===== src/rtl/if_prefetch_pkg.sv =====
// Shared definitions for the instruction fetch front end: widths, NOP encoding
// and the buffered fetch entry layout.
package if_prefetch_pkg;

    localparam int unsigned INSTR_W = 32;
    localparam int unsigned ADDR_W  = 32;

    localparam logic [INSTR_W-1:0] NOP_INSTR        = 32'h0000_0000;
    localparam logic [ADDR_W-1:0]  DEFAULT_RESET_PC = 32'h0000_0000;

    typedef struct packed {
        logic [ADDR_W-1:0]  pc;
        logic [INSTR_W-1:0] instr;
    } fetch_entry_t;

endpackage


===== src/rtl/if_prefetch_fetch_fifo.sv =====
// Synchronous DEPTH-entry FIFO with flush; used for both the fetched-entry
// queue and the in-flight PC tag queue.
module if_prefetch_fetch_fifo #(
    parameter int unsigned WIDTH = 32,
    parameter int unsigned DEPTH = 4
) (
    input  logic                   clk,
    input  logic                   reset,
    input  logic                   push,
    input  logic [WIDTH-1:0]       push_data,
    input  logic                   pop,
    input  logic                   flush,
    output logic [$clog2(DEPTH):0] count,
    output logic [WIDTH-1:0]       head
);

    localparam int unsigned PW = $clog2(DEPTH);
    localparam int unsigned CW = PW + 1;

    logic [WIDTH-1:0] mem_q [DEPTH];
    logic [PW-1:0]    wr_ptr_q;
    logic [PW-1:0]    rd_ptr_q;
    logic [CW-1:0]    count_q;
    logic             do_push;
    logic             do_pop;

    assign do_push = push && (count_q != CW'(DEPTH));
    assign do_pop  = pop && (count_q != '0);

    always_ff @(posedge clk or negedge reset) begin
        if (!reset) begin
            wr_ptr_q <= '0;
            rd_ptr_q <= '0;
            count_q  <= '0;
            for (int i = 0; i < DEPTH; i++) begin
                mem_q[i] <= '0;
            end
        end else if (flush) begin
            wr_ptr_q <= '0;
            rd_ptr_q <= '0;
            count_q  <= '0;
        end else begin
            if (do_push) begin
                mem_q[wr_ptr_q] <= push_data;
                wr_ptr_q        <= wr_ptr_q + PW'(1);
            end
            if (do_pop) begin
                rd_ptr_q <= rd_ptr_q + PW'(1);
            end
            if (do_push && !do_pop) begin
                count_q <= count_q + CW'(1);
            end else if (!do_push && do_pop) begin
                count_q <= count_q - CW'(1);
            end
        end
    end

    assign count = count_q;
    assign head  = mem_q[rd_ptr_q];

endmodule


===== src/rtl/if_prefetch.sv =====
// Instruction fetch front end: credit-limited in-order prefetch into a small
// FIFO, with stall via pc_write and redirect that discards stale responses.
module if_prefetch
    import if_prefetch_pkg::*;
#(
    parameter int unsigned       DEPTH    = 4,
    parameter logic [ADDR_W-1:0] RESET_PC = DEFAULT_RESET_PC
) (
    input  logic               clk,
    input  logic               reset,
    output logic               imem_req_valid,
    input  logic               imem_req_ready,
    output logic [ADDR_W-1:0]  imem_req_addr,
    input  logic               imem_rsp_valid,
    input  logic [INSTR_W-1:0] imem_rsp_data,
    input  logic               pc_write,
    input  logic               branch_taken,
    input  logic [ADDR_W-1:0]  branch_target,
    output logic [ADDR_W-1:0]  pc,
    output logic [ADDR_W-1:0]  pc_plus4,
    output logic [INSTR_W-1:0] instr,
    output logic               instr_valid
);

    localparam int unsigned    CW  = $clog2(DEPTH) + 1;
    localparam logic [CW:0]    CAP = (CW+1)'(DEPTH);
    localparam int unsigned    EW  = $bits(fetch_entry_t);

    logic [ADDR_W-1:0] fetch_pc_q;
    logic [ADDR_W-1:0] last_pc_q;
    logic              active_q;
    logic [CW-1:0]     drop_cnt_q;
    logic [CW-1:0]     count;
    logic [CW-1:0]     inflight;
    logic [CW:0]       credit_used;
    logic              req_fire;
    logic              rsp_push;
    logic              head_pop;
    logic [ADDR_W-1:0] tag_head;
    logic [EW-1:0]     entry_raw;
    fetch_entry_t      push_entry;
    fetch_entry_t      head_entry;

    // Buffered plus outstanding fetches never exceed the FIFO capacity, so a
    // returning response always has room.
    assign credit_used    = {1'b0, count} + {1'b0, inflight};
    assign imem_req_valid = active_q && (credit_used < CAP) && !branch_taken;
    assign imem_req_addr  = fetch_pc_q;
    assign req_fire       = imem_req_valid && imem_req_ready;

    assign rsp_push    = imem_rsp_valid && !branch_taken && (drop_cnt_q == '0);
    assign instr_valid = (count != '0);
    assign head_pop    = pc_write && instr_valid && !branch_taken;
    assign push_entry  = '{pc: tag_head, instr: imem_rsp_data};
    assign head_entry  = fetch_entry_t'(entry_raw);

    assign instr    = instr_valid ? head_entry.instr : NOP_INSTR;
    assign pc       = instr_valid ? head_entry.pc : last_pc_q;
    assign pc_plus4 = pc + 32'd4;

    always_ff @(posedge clk or negedge reset) begin
        if (!reset) begin
            fetch_pc_q <= RESET_PC;
            last_pc_q  <= '0;
            active_q   <= 1'b0;
            drop_cnt_q <= '0;
        end else begin
            active_q <= 1'b1;
            if (instr_valid) begin
                last_pc_q <= head_entry.pc;
            end
            if (branch_taken) begin
                fetch_pc_q <= branch_target;
                drop_cnt_q <= inflight - CW'(imem_rsp_valid);
            end else begin
                if (req_fire) begin
                    fetch_pc_q <= fetch_pc_q + 32'd4;
                end
                if (imem_rsp_valid && (drop_cnt_q != '0)) begin
                    drop_cnt_q <= drop_cnt_q - CW'(1);
                end
            end
        end
    end

    if_prefetch_fetch_fifo #(
        .WIDTH (EW),
        .DEPTH (DEPTH)
    ) u_entry_fifo (
        .clk       (clk),
        .reset     (reset),
        .push      (rsp_push),
        .push_data (push_entry),
        .pop       (head_pop),
        .flush     (branch_taken),
        .count     (count),
        .head      (entry_raw)
    );

    // Tag queue occupancy is the in-flight count; stale tags drain with their responses.
    if_prefetch_fetch_fifo #(
        .WIDTH (ADDR_W),
        .DEPTH (DEPTH)
    ) u_tag_fifo (
        .clk       (clk),
        .reset     (reset),
        .push      (req_fire),
        .push_data (fetch_pc_q),
        .pop       (imem_rsp_valid),
        .flush     (1'b0),
        .count     (inflight),
        .head      (tag_head)
    );

    a_credit : assert property (@(posedge clk) disable iff (!reset) credit_used <= CAP);
    a_drop   : assert property (@(posedge clk) disable iff (!reset) drop_cnt_q <= inflight);

endmodule


===== config.mk =====
export PLATFORM = sky130hd
export DESIGN_NAME = if_prefetch
export DESIGN_NICKNAME = d
export VERILOG_FILES = /design/src/rtl/if_prefetch_pkg.sv /design/src/rtl/if_prefetch_fetch_fifo.sv /design/src/rtl/if_prefetch.sv
export SDC_FILE = /design/constraint.sdc
export NUM_CORES = 1
export LEC_CHECK = 0
export BUFFER_PORTS_ARGS = -buffer_cell sky130_fd_sc_hd__buf_2
export CAP_MARGIN = 20
export CORE_ASPECT_RATIO = 2
export CORE_MARGIN = 1
export CORE_UTILIZATION = 45
export DETAILED_ROUTE_END_ITERATION = 12
export GPL_TIMING_DRIVEN = 0
export PLACE_DENSITY = 0.61
export SLEW_MARGIN = 15
export SYNTH_ARGS = -nofsm -noshare
export SYNTH_HDL_FRONTEND = slang
export SYNTH_SLANG_ARGS = --single-unit

===== constraint.sdc =====
create_clock -name clk -period 4.7 [get_ports clk]
set_input_delay 0.47 -clock clk [delete_from_list [all_inputs] [get_ports clk]]
set_output_delay 0.47 -clock clk [all_outputs]
set_load 0.02 [all_outputs]

---- Yosys cells after proc, flatten, opt, wreduce, memory -nomap -nowiden ----
Cells that the tools add are included.
word-level totals
  input bits .............................. 70
  output and inout port bits .............. 130
  register bits ........................... 466
cells by class
  multiplexer cells ....................... 27
  bitwise gates (word level) .............. 5
  equality and inequality tests ........... 2
  add/sub/neg operators ................... 13
  reduce and logical (&&, ||, !) cells .... 34
  order comparisons ....................... 7
operators by type and width
  kind                                                                          number
  256-bit bitwise mux                                                           1
  32-bit 2-to-1 mux                                                             7
  64-bit 2-to-1 mux                                                             3
  64-bit binary-select mux with 2-bit select                                    1
  128-bit bitwise mux                                                           1
  64-bit demux with 2-bit select                                                1
  32-bit by 3-bit adder with 32-bit output, second input constant               2
  32-bit binary-select mux with 2-bit select                                    1
  32-bit demux with 2-bit select                                                1
  3-bit 2-to-1 mux                                                              7
  1-bit logical AND                                                             18
  3-bit >= comparator, second input constant                                    4
  2-bit inverter with 3-bit output                                              4
  3-bit nonzero test                                                            4
  2-bit nonzero test                                                            5
  3-bit by 1-bit subtractor with 3-bit output, second input constant            3
  2-bit by 1-bit adder with 2-bit output, second input constant                 4
  2-bit 2-to-1 mux                                                              4
  3-bit by 1-bit adder with 3-bit output, second input constant                 2
  3-bit by 1-bit less-than comparator with 1-bit output, second input constant  2
  3-bit inequality test, second input constant                                  2
  1-bit zero test                                                               5
  3-bit by 3-bit adder with 4-bit output                                        1
  4-bit by 3-bit less-than comparator with 1-bit output, second input constant  1
  other kinds (4)                                                               4

---- Logic depth before layout (Yosys ltp) ----
Gate-level depths: netlist (run 1).
  depth in word-level cells ............... 10
  gate-level depth with buffers ........... 14

---- Cells and area by module ----
From an unflattened synthesis (run 1), not the netlist that was laid out.
unflattened totals
  cell total of the unflattened synthesis .. 1564
  area total of the unflattened synthesis .. 22880.7 um^2
by module, submodules not included
  module                                  instances  area each (um^2)  cells an instance
  if_prefetch_fetch_fifo at u_entry_fifo  1          11821.3           679
  if_prefetch_fetch_fifo at u_tag_fifo    1          6697.7            369
  if_prefetch                             1          4361.7            516

---- Worst setup path after synthesis (run 1) ----
Ideal clock, no wire load.
  kind .................................... register to output
  from .................................... reg u_entry_fifo.count_q[2], in the netlist u_entry_fifo.count[2]
  to ...................................... out pc_plus4[28]
  data arrival time ....................... 3718 ps
  setup slack ............................. 512 ps
  cell stages (with the launch flop) ...... 15
  buffers on the path ..................... 4
  path through ............................ dfrtp_1 nor3_2 clkinv_1 clkbuf_1 buf_1 clkbuf_1 clkbuf_1 nand2_1 nand2_1 ha_1 nand3_1 o21ai_0 nand3_2 nor4b_2 xor2_1
between the ends
  cells in the longest elaborated chain, start to end .. 3
ends and longest elaborated chain
  item                                      RTL line                      text
  start: declaration                        if_prefetch_fetch_fifo.sv:23  logic [CW-1:0] count_q;
  start signal: assignment                  if_prefetch_fetch_fifo.sv:51  count_q <= count_q + CW'(1);
  start signal: assignment                  if_prefetch_fetch_fifo.sv:53  count_q <= count_q - CW'(1);
  3-bit nonzero test                        if_prefetch.sv:52             assign instr_valid = (count != '0);
  via instr_valid                           if_prefetch.sv:22             output logic instr_valid
  32-bit 2-to-1 mux                         --
  via pc[3]                                 if_prefetch.sv:19             output logic [ADDR_W-1:0] pc,
  32-bit by 3-bit adder with 32-bit output  if_prefetch.sv:59             assign pc_plus4 = pc + 32'd4;
  end: declaration                          if_prefetch.sv:20             output logic [ADDR_W-1:0] pc_plus4,
The timed path passes the listed nets, and every way through them passes these cells.

---- Worst setup path in the final report (run 1) ----
  from .................................... reg u_entry_fifo.count_q[2], in the netlist u_entry_fifo.count[2]
  to ...................................... out pc_plus4[22]
between the ends
  cells in the longest elaborated chain, start to end .. 3
ends and longest elaborated chain
  item                                      RTL line
  3-bit nonzero test                        if_prefetch.sv:52
  32-bit 2-to-1 mux                         --
  32-bit by 3-bit adder with 32-bit output  if_prefetch.sv:59
Every way passes these cells.

==> results of run 1 <==
-- synth_stat cells, drive strengths merged, types with 2 or more instances --
cell type,count,area (um^2)
ha,17,213
a31oi,9,56.3
a211oi,2,15.0
nand4,13,81.3
nor3b,6,45.0
a221o,5,50.1
nor4b,2,30.0
nand2,147,552
and3,8,50.1
nor4,5,37.5
and2,37,231
xnor2,27,236
mux4,96,2190
nor3,13,75.1
xor2,21,184
nand2b,3,18.8
o21ai,39,195
nor2,28,105
a22oi,5,37.5
buf,20,106
a21oi,8,40.0
o311ai,14,123
nand3,39,200
inv,22,82.6
clkbuf,80,302
a222oi,2,20.0
dfrtp,466,11700
fa,2,40.0
mux2,384,4320
mux2i,10,100
nor2b,4,25.0
-- kinds of logic (layout without fill, tap and decap cells) --
kind of cell / Yosys count / in the layout
AO/OA/AOI/OAI: 88 / 88
XOR/XNOR: 48 / 48
adder cells (fa/ha/maj): 19 / 19
buffers and inverters: 123 / 407
flip-flops: 466 / 466
multiplexers: 490 / 490
other: 1 / 2
AND/OR/NAND/NOR: 309 / 309
-- final timing paths --
path / end / slack (ns) / cells past startpoint
setup / recovery: pc_plus4[22] / 0.26 / 17
hold / removal: imem_req_addr[4] / 0.12 / 3
setup reg to reg: u_tag_fifo.mem_q[80] / 1.14 / 7
hold reg to reg: u_tag_fifo.mem_q[56] / 0.48 / 2
max in group asynchronous: u_tag_fifo.mem_q[82] / 2.13 / 5
min in group asynchronous: u_entry_fifo.mem_q[90] / 0.52 / 2
-- placed cells by master (no fill, tap or decap), types with 3 or more instances in the layout --
cell type and n:
nand2_1 146, buf_1 7, o21ai_0 38, a31oi_1 9, buf_6 4, a21oi_1 7, xor2_1 21, nor3b_1 6
buf_4 5, mux4_1 7, clkinv_2 6, clkbuf_1 83, clkbuf_8 17, o311ai_0 14, mux4_2 89, nor2b_1 4
and3_1 8, nor4_1 4, nor3_1 11, ha_1 16, nand4_1 13, nand3_1 38, buf_16 4, a221o_1 5
dfrtp_1 463, xnor2_1 27, mux2i_1 10, nand2b_1 3, dfrtp_2 3, mux2_2 384, buf_2 204, inv_1 21
clkbuf_16 45, a22oi_1 5, and2_1 37, nor2_1 28
-- timing repair --
action                                 4_1_cts  5_1_grt
resized for setup                           26        7
pin swaps                                    3        1
buffers inserted                             5        0
hold buffers                                 1        0
endpoints found under the hold margin       85        0
setup endpoints to repair                   56       14
-- worst reg2reg max path: stages, from the launching register on --
cell and delay [ns]:
dfrtp_2 0.46, ha_1 0.30, nor3_1 0.21, nand4_1 0.46
a31oi_1 0.76, nand2_1 0.37, clkbuf_1 0.46, mux2_2 0.42
-- state kept, by name (all words and copies together), names as in the netlist --
| name | flops |
|---|---|
| u_entry_fifo.mem_q | 256 |
| u_entry_fifo.wr_ptr_q | 2 |
| last_pc_q | 32 |
| imem_req_addr | 32 |
| u_entry_fifo.rd_ptr_q | 2 |
| u_tag_fifo.rd_ptr_q | 2 |
| drop_cnt_q | 3 |
| u_tag_fifo.count | 3 |
| u_tag_fifo.wr_ptr_q | 2 |
| u_entry_fifo.count | 3 |
| active_q | 1 |
| u_tag_fifo.mem_q | 128 |
-- per-layer routing --
metal  global-route usage [%]  vias to the layer above  routed length, um
met5                        0                        -                  0
met4                     9.36                        0               1980
met3                     3.20                       97               2070
met2                     45.9                      333              31800
met1                     26.4                     7136              21200
li1                         -                     6098                  -
-- layout make-up --
type / instances / area [um^2] / share of cell area [%]
diodes: 1 / 2.50 / 0.00999
multi-input cells: 955 / 9400 / 37.5
plain buffers: 99 / 458 / 1.83
well taps: 632 / 791 / 3.16
flip-flops and latches: 466 / 11700 / 46.6
clock buffers: 69 / 1360 / 5.42
repair buffers: 209 / 1190 / 4.77
clock inverters: 7 / 85.1 / 0.340
inverters: 23 / 87.6 / 0.350
-- metrics by stage --
step           setup TNS [ns]  hold slack (ns)  utilization (%)
6_report                    0            0.123             52.9
5_1_grt                     0            0.117             52.9
4_1_cts                     0           0.0975             52.8
3_5_place_dp           -22.53            0.473             49.4
3_3_place_gp         -2827.97            0.457             49.2
2_1_floorplan               0            0.174                -
-- where the power goes --
| part | internal [mW] | switching, mW |
|---|---|---|
| clock network | 2.08 | 1.52 |
| logic | 2.16 | 2.70 |
| registers | 4.88 | 0.502 |
==> impl_metrics.env, run 1 <==
export IMPL_design_area_um2=25000
export IMPL_cp_max_fo=10
export IMPL_synth_area_per_cell_um2=13.9
export IMPL_synth_main_ff_cell="dfrtp_1"
export IMPL_synth_edf_count=0
export IMPL_fin_ws_ns=0.256
export IMPL_gp_congestion=0.979
export IMPL_die_w_um=157
export IMPL_cts_root_buf="clkbuf_16"
export IMPL_min_period_ns=4.44
export IMPL_critPathBufInv=8
export IMPL_postRouteAntennaNets=0
export IMPL_leakagePower_nw=12.2
export IMPL_synth_seq_cells=466
export IMPL_clockBufferDepth=3
export IMPL_maxClockFrequency_ghz=0.225
export IMPL_cp_slowest_cell="dfrtp_2"
export IMPL_finalHoldViolCount=0
export IMPL_drcViolationCount=0
export IMPL_async_flop_share_pct=100
export IMPL_clock_sinks=466
export IMPL_num_nets_final=1885
export IMPL_grt_overflow=0
export IMPL_hold_start="branch_target[4]"
export IMPL_yosysWarnings=0
export IMPL_min_period_over_period_pct=94.6
export IMPL_cp_required_ns=4.23
export IMPL_grt_pass1_vias=14900
export IMPL_routed_via_density=5.55
export IMPL_syn_nets=1633
export IMPL_cts_tree="built"
export IMPL_dr_pass1_iters=5
export IMPL_setup_viol=0
export IMPL_outcome="finished clean"
export IMPL_drt_wl_total_um=57100
export IMPL_core_um2=47400
export IMPL_place_area_um2=23400
export IMPL_final_cells=2461
export IMPL_crit_arrival_ns=3.97
export IMPL_cts_buffers_inserted=42
export IMPL_synth_mux_area_share_pct=30.7
export IMPL_r2r_start="u_entry_fifo.count[2]"
export IMPL_finClkSkew_ns=0.0203
export IMPL_grt_max_degree=109
export IMPL_rows=113
export IMPL_drt_initial_drc_count=689
export IMPL_synth_xor_area_share_pct=1.95
export IMPL_synth_seq_area_share_pct=54.2
export IMPL_crit_type="register to output pin"
export IMPL_io_pins=200
export IMPL_antenna_found_initial=1
export IMPL_start_kind="register"
export IMPL_tightest_slew_ns=1.21
export IMPL_end_kind="output pin"
export IMPL_die_h_um=311
export IMPL_nFillCells=4087
export IMPL_area_growth_syn_to_layout_pct=16.4
export IMPL_rsz0062_at_grt="false"
export IMPL_cts_max_level=2
export IMPL_max_cap_violations=0
export IMPL_synth_top_family_by_area="multiplexers"
export IMPL_clk_insertion_delay_late_ns=0.56
export IMPL_avgRoutedWirePerCell_um=23.2
export IMPL_synth_adder_area_share_pct=1.18
export IMPL_die_area_um2=48700
export IMPL_cp_slowest_stage_delay_ns=0.43
export IMPL_path_clk_slew_ns=0.07
export IMPL_drive_above_1_share_pct=42.8
export IMPL_relSlewSlack_pct=19.4
export IMPL_powerDensity_nw_per_um2=552
export IMPL_finalPower_mw=13.8
export IMPL_numPortBuffers=198
export IMPL_pre_cts_ws_ns=-2.10
export IMPL_crit_chain="nor3_4 > buf_12 > clkinv_2 > buf_8 > buf_6 > clkbuf_8 > nand2_1 > and2_1 > inv_2 > ha_4 > nand3_1 > o21ai_4 > nand3_4 > buf_4 > nor3_1 > xor2_1 > buf_2"
export IMPL_worstHoldPathType="input pin to register"
export IMPL_grt_pass1_wl_um=88000
export IMPL_grt_usage_pct=24.1
export IMPL_synth_compound_area_share_pct=2.68
export IMPL_vias=13700
export IMPL_ys_types=49
export IMPL_synth_cells=1544
export IMPL_synthSimpleGateAreaFrac_pct=6.90
export IMPL_drv_slew=0
export IMPL_initial_core_util_pct=45.4
export IMPL_ir_drop_mv=0.306
export IMPL_netlist_area_um2=21500
export IMPL_dp_cells=2378
export IMPL_hpwlAfterDp_um=42200
export IMPL_cpLargestDelayFamily="buffers and inverters"
export IMPL_setup_worst_path_start="u_entry_fifo.count[2]"
No activity file was read; power rests on OpenSTA's default activity.
==> inputs of run 2 (changes only) <==
CELL_PAD_IN_SITES_DETAIL_PLACEMENT = 0   (was unset)
CELL_PAD_IN_SITES_GLOBAL_PLACEMENT = 1   (was unset)
PLACE_DENSITY = 0.72   (was 0.61)
==> run 2 against run 1 <==
Clock skew is 0.0063 ns lower. Clock-buffer cell count is 6 lower. Non-clock buffer count down 4. Sequential share of layout area increased by 0.057 points. Largest cell class unchanged.
==> impl_metrics.env, run 2 (same netlist as run 1, synthesis figures left out) <==
export IMPL_fin_ws_ns=0.104
export IMPL_cts_tree="built"
export IMPL_cp_required_ns=4.23
export IMPL_numPortBuffers=198
export IMPL_drcViolationCount=0
export IMPL_rows=113
export IMPL_diodes=0
export IMPL_worstRegToRegCells=7
export IMPL_critPathBufInv=4
export IMPL_powerDensity_nw_per_um2=550
export IMPL_rrSetupSlack_ns=1.16
export IMPL_nFillCells=4088
export IMPL_cts_max_level=2
export IMPL_r2r_start="u_entry_fifo.count[2]"
export IMPL_cts_root_buf="clkbuf_16"
export IMPL_grt_usage_pct=23.0
export IMPL_holdPathStages=3
export IMPL_worstHoldPathType="input pin to register"
export IMPL_crit_arrival_ns=4.13
export IMPL_routed_via_density=5.53
export IMPL_seq_power_share_pct=39.1
export IMPL_pre_cts_ws_ns=-1.84
export IMPL_largest_register_ff_count=256
export IMPL_clockBufferDepth=3
export IMPL_avgRoutedWirePerCell_um=21.9
export IMPL_ir_drop_mv=0.302
export IMPL_hpwlAfterDp_um=40000
export IMPL_postRouteAntennaNets=0
export IMPL_hold_start="branch_target[8]"
export IMPL_cp_max_fo=19
export IMPL_drt_initial_drc_count=598
export IMPL_area_growth_syn_to_layout_pct=16.3
export IMPL_cp_slowest_stage_delay_ns=0.46
export IMPL_regMostFlops="u_entry_fifo.mem_q"
export IMPL_antenna_found_initial=0
export IMPL_min_period_ns=4.60
export IMPL_power_internal_mw=9.10
export IMPL_vias=13600
export IMPL_cp_slowest_cell="dfrtp_1"
export IMPL_start_kind="register"
export IMPL_dr_pass1_iters=5
export IMPL_tightest_slew_ns=1.01
export IMPL_final_util_pct=52.8
export IMPL_final_cell_mix="dfrtp_1 (466), mux2_2 (384), buf_2 (204)"
export IMPL_layout_commonest_cell="dfrtp_1"
export IMPL_core_um2=47400
export IMPL_outcome="finished clean"
export IMPL_grt_pass1_vias=14800
export IMPL_path_clk_slew_ns=0.07
export IMPL_p_comb_share_pct=34.2
export IMPL_critPathMostFrequentCell="clkbuf_8"
export IMPL_crit_type="register to output pin"
export IMPL_relSlewSlack_pct=31.8
export IMPL_clock_sinks=466
export IMPL_finalHoldViolCount=0
export IMPL_cpLargestDelayFamily="simple AND/OR/NAND/NOR gates"
export IMPL_maxClockFrequency_ghz=0.218
export IMPL_die_h_um=311
export IMPL_p_switching_mw=4.64
export IMPL_setup_viol=0
export IMPL_fin_hold_ws_ns=0.126
export IMPL_design_area_um2=25000
export IMPL_reg_largest_list="u_entry_fifo.mem_q: 256 flops, u_tag_fifo.mem_q: 128 flops"
export IMPL_gp_congestion=0.856
export IMPL_swShare_pct=33.8
export IMPL_num_nets_final=1883
export IMPL_drive_above_1_share_pct=42.7
export IMPL_die_area_um2=48700
export IMPL_clk_insertion_delay_late_ns=0.56
export IMPL_finalPower_mw=13.7
export IMPL_drv_slew=0
export IMPL_p_clk_share_pct=26.7
export IMPL_rsz0062_at_grt="true"
export IMPL_hold_path_endpoint="imem_req_addr[8]"
export IMPL_cts_buffers_inserted=44
export IMPL_place_area_um2=23400
export IMPL_grt_max_degree=105
export IMPL_die_w_um=157
export IMPL_grt_overflow=0
export IMPL_r2r_end="u_tag_fifo.mem_q[48]"
export IMPL_min_period_over_period_pct=97.8
export IMPL_crit_chain="nor3_4 > clkbuf_8 > clkbuf_8 > nand2_1 > and2_1 > inv_1 > ha_2 > nand3_1 > o21ai_4 > nand3_4 > nor4b_2 > xor2_1 > buf_2"
export IMPL_leakagePower_nw=12.2
export IMPL_end_kind="output pin"
export IMPL_io_pins=200
export IMPL_finClkSkew_ns=0.0140
export IMPL_initial_core_util_pct=45.4
export IMPL_max_cap_violations=0
export IMPL_grt_pass1_wl_um=85000
export IMPL_drt_wl_total_um=53900
-- run 2: area by class of cell --
cell class / instances / area [um^2] / area share, %
plain buffers: 98 / 439 / 1.76
clock buffers: 63 / 1310 / 5.25
clock inverters: 16 / 166 / 0.666
inverters: 23 / 87.6 / 0.350
multi-input cells: 955 / 9380 / 37.5
flip-flops and latches: 466 / 11700 / 46.6
well taps: 632 / 791 / 3.16
repair buffers: 206 / 1160 / 4.65
-- run 2: tightest hold or removal path, stage by stage --
cell	delay [ns]
buf_2	0.08
nand2_1	0.04
o21ai_0	0.06
-- run 2: how the worst max path moves through the flow --
stage / start / to / slack [ns] / depth (start not counted)
6_report: u_entry_fifo.count[0] / pc_plus4[28] / 0.10 / 13
5_1_grt: u_entry_fifo.count[0] / pc_plus4[28] / -0.04 / 13
4_1_cts: u_entry_fifo.count[2] / pc_plus4[28] / 0.03 / 14
3_5_place_dp: u_entry_fifo.count[2] / pc_plus4[28] / -1.84 / 15
3_3_place_gp: reset / imem_req_addr[16] / -5.93 / 1
2_1_floorplan: u_entry_fifo.count[2] / pc_plus4[28] / 0.51 / 14
-- run 2: power groups by stage --
| stage | Combinational [mW] | Clock [mW] | Sequential (mW) |
|---|---|---|---|
| after CTS | 4.81 | 3.76 | 5.37 |
| after global placement | 4.62 | 0 | 5.37 |
| final | 4.71 | 3.67 | 5.37 |
| after global routing | 5.13 | 3.91 | 5.48 |
| after detailed placement | 4.74 | 0 | 5.44 |
| after floorplan | 3.25 | 0 | 5.31 |
-- run 2: timing repair --
action | in CTS | in global routing
hold buffers | 1 | 0
pin swaps | 2 | 1
hold endpoints to repair | 16 | 0
resized for setup | 24 | 2
setup endpoints to repair | 36 | 5
setup buffers | 1 | 0
-- run 2: metal layers --
layer	vias up	GRT usage, %	wire length (um)	share of wire (%)
met5	-	0	0	0
met4	0	8.24	1790	3.3
li1	6097	-	-	-
met3	97	2.56	1830	3.4
met2	337	44.0	30200	56
met1	7068	25.6	20100	37
-- run 2: through the flow --
stage          cells  setup TNS (ns)
3_5_place_dp    2380          -18.91
6_report        2459               0
2_1_floorplan   1544               0
5_1_grt         2459         -0.0389
3_3_place_gp    2374        -2741.02
4_1_cts         2459               0
==> inputs of run 3 (changes only) <==
clock period = 5.65 ns   (was 4.7 ns; I/O delays follow)
==> run 3 against run 2 <==
Wire length shrank 0.15%. Critical endpoint unchanged. Total power shrank 17%. Highest routed layer unchanged. Clock power shrank 17%. Critical path depth is the same.
==> impl_metrics.env, run 3 (same netlist as run 1, synthesis figures left out) <==
export IMPL_tns_ns=0
export IMPL_drt_wl_total_um=53800
export IMPL_grt_pass1_vias=14800
export IMPL_max_cap_violations=0
export IMPL_num_nets_final=1881
export IMPL_relSlewSlack_pct=32.8
export IMPL_cts_tree="built"
export IMPL_clock_sinks=466
export IMPL_rsz0062_at_grt="false"
export IMPL_cts_setup_buffers=0
export IMPL_area_growth_syn_to_layout_pct=16.0
export IMPL_rrSetupSlack_ns=2.10
export IMPL_grt_max_degree=105
export IMPL_cts_buffers_inserted=44
export IMPL_final_util_pct=52.6
export IMPL_crit_chain="nor3_4 > clkbuf_1 > buf_2 > nand2_1 > and2_1 > inv_1 > ha_1 > nand3_1 > o21ai_2 > nand3_2 > nor4b_2 > xor2_1 > buf_2"
export IMPL_die_w_um=157
export IMPL_numPortBuffers=198
export IMPL_cp_max_fo=19
export IMPL_initial_core_util_pct=45.4
export IMPL_setup_viol=0
export IMPL_design_area_um2=24900
export IMPL_drv_slew=0
export IMPL_grt_overflow=0
export IMPL_final_cell_mix="dfrtp_1 (466), mux2_2 (384), buf_2 (205)"
export IMPL_cts_max_level=2
export IMPL_gp_congestion=0.856
export IMPL_core_um2=47400
export IMPL_diodes=0
export IMPL_io_pins=200
export IMPL_critPathMostFrequentCell="buf_2"
export IMPL_clockBufferDepth=3
export IMPL_finalHoldViolCount=0
export IMPL_leakagePower_nw=12.2
export IMPL_cts_root_buf="clkbuf_16"
export IMPL_maxClockFrequency_ghz=0.186
export IMPL_min_period_over_period_pct=95.0
export IMPL_critPathBufInv=4
export IMPL_antenna_found_initial=0
export IMPL_crit_type="register to output pin"
export IMPL_powerDensity_nw_per_um2=456
export IMPL_reg_largest_list="u_entry_fifo.mem_q: 256 flops, u_tag_fifo.mem_q: 128 flops"
export IMPL_tightest_slew_ns=0.999
export IMPL_avgRoutedWirePerCell_um=21.9
export IMPL_grt_pass1_wl_um=84900
export IMPL_cp_required_ns=5.09
export IMPL_dr_pass1_iters=5
export IMPL_outcome="finished clean"
export IMPL_min_period_ns=5.37
export IMPL_die_h_um=311
export IMPL_drt_initial_drc_count=658
export IMPL_end_kind="output pin"
export IMPL_cpLargestDelayFamily="simple AND/OR/NAND/NOR gates"
export IMPL_routed_via_density=5.52
export IMPL_clk_insertion_delay_late_ns=0.55
export IMPL_hpwlAfterDp_um=40000
export IMPL_die_area_um2=48700
export IMPL_crit_arrival_ns=4.80
export IMPL_postRouteAntennaNets=0
export IMPL_place_area_um2=23400
export IMPL_path_clk_slew_ns=0.07
export IMPL_finalPower_mw=11.4
export IMPL_ir_drop_mv=0.252
export IMPL_start_kind="register"
export IMPL_rows=113
export IMPL_cp_slowest_cell="dfrtp_1"
export IMPL_worstHoldPathType="input pin to register"
export IMPL_layout_commonest_cell="dfrtp_1"
export IMPL_grt_usage_pct=23.0
export IMPL_largest_register_ff_count=256
export IMPL_cp_slowest_stage_delay_ns=0.46
export IMPL_regMostFlops="u_entry_fifo.mem_q"
export IMPL_drive_above_1_share_pct=42.4
export IMPL_finClkSkew_ns=0.0140
export IMPL_drcViolationCount=0
export IMPL_vias=13600
==> run 3: cell count changes in the layout (fill, tap and decap cells not counted), sizes merged <==
cell,delta
clkbuf,-1
buf,-1
==> run 3: timing repair <==
item	CTS	global route
hold buffers	1	0
resized for setup	10	1
setup endpoints to repair	12	1
hold endpoints to repair	16	0
pin swaps	0	0
==> run 3: cell type report <==
| cell class | count | area [um^2] |
|---|---|---|
| Buffer | 97 | 403 |
| Timing Repair Buffer | 205 | 1160 |
| Tap cell | 632 | 791 |
| Fill cell | 4099 | 22400 |
| Sequential cell | 466 | 11700 |
| Multi-Input combinational cell | 955 | 9360 |
| Clock buffer | 63 | 1310 |
| Clock inverter | 16 | 166 |
| Inverter | 23 | 86.3 |
==> run 3: worst paths after layout <==
check / startpoint / endpoint / cells past startpoint
hold / removal: branch_target[8] / imem_req_addr[8] / 3
setup / recovery: u_entry_fifo.count[0] / pc_plus4[28] / 13
max in group asynchronous: reset / u_tag_fifo.mem_q[49] / 6
setup reg to reg: u_entry_fifo.count[2] / u_tag_fifo.mem_q[48] / 7
min in group asynchronous: reset / u_entry_fifo.mem_q[90] / 2
hold reg to reg: u_tag_fifo.mem_q[24] / u_tag_fifo.mem_q[24] / 2
==> run 3: worst register-to-register path, stage by stage, from the launching register on <==
cell      delay (ns)
dfrtp_1         0.46
ha_1            0.32
nor3_1          0.22
nand4_1         0.47
a31oi_1         0.71
nand2_1         0.41
clkbuf_1        0.43
mux2_2          0.40
==> run 3: routing by layer <==
metal / vias up / track usage, % / wire length [um]
met5: - / 0 / 0
met3: 99 / 2.58 / 1850
met4: 0 / 8.04 / 1780
met2: 341 / 44.1 / 30100
li1: 6096 / - / -
met1: 7027 / 25.6 / 20200
==> run 3: per-stage QoR <==
stage / hold slack (ns) / worst slack [ns] / cells
2_1_floorplan: 0.269 / 1.37 / 1544
3_3_place_gp: 0.458 / -5.08 / 2374
3_5_place_dp: 0.401 / -0.981 / 2380
4_1_cts: 0.196 / 0.117 / 2458
5_1_grt: 0.214 / 0.0308 / 2457
6_report: 0.222 / 0.284 / 2457
==> run 3: power breakdown <==
part,switching [mW],leakage [nW],internal [mW]
registers,0.411,6.24,4.06
clock network,1.29,0.743,1.76
logic,2.15,5.18,1.72
total,3.85,12.2,7.53
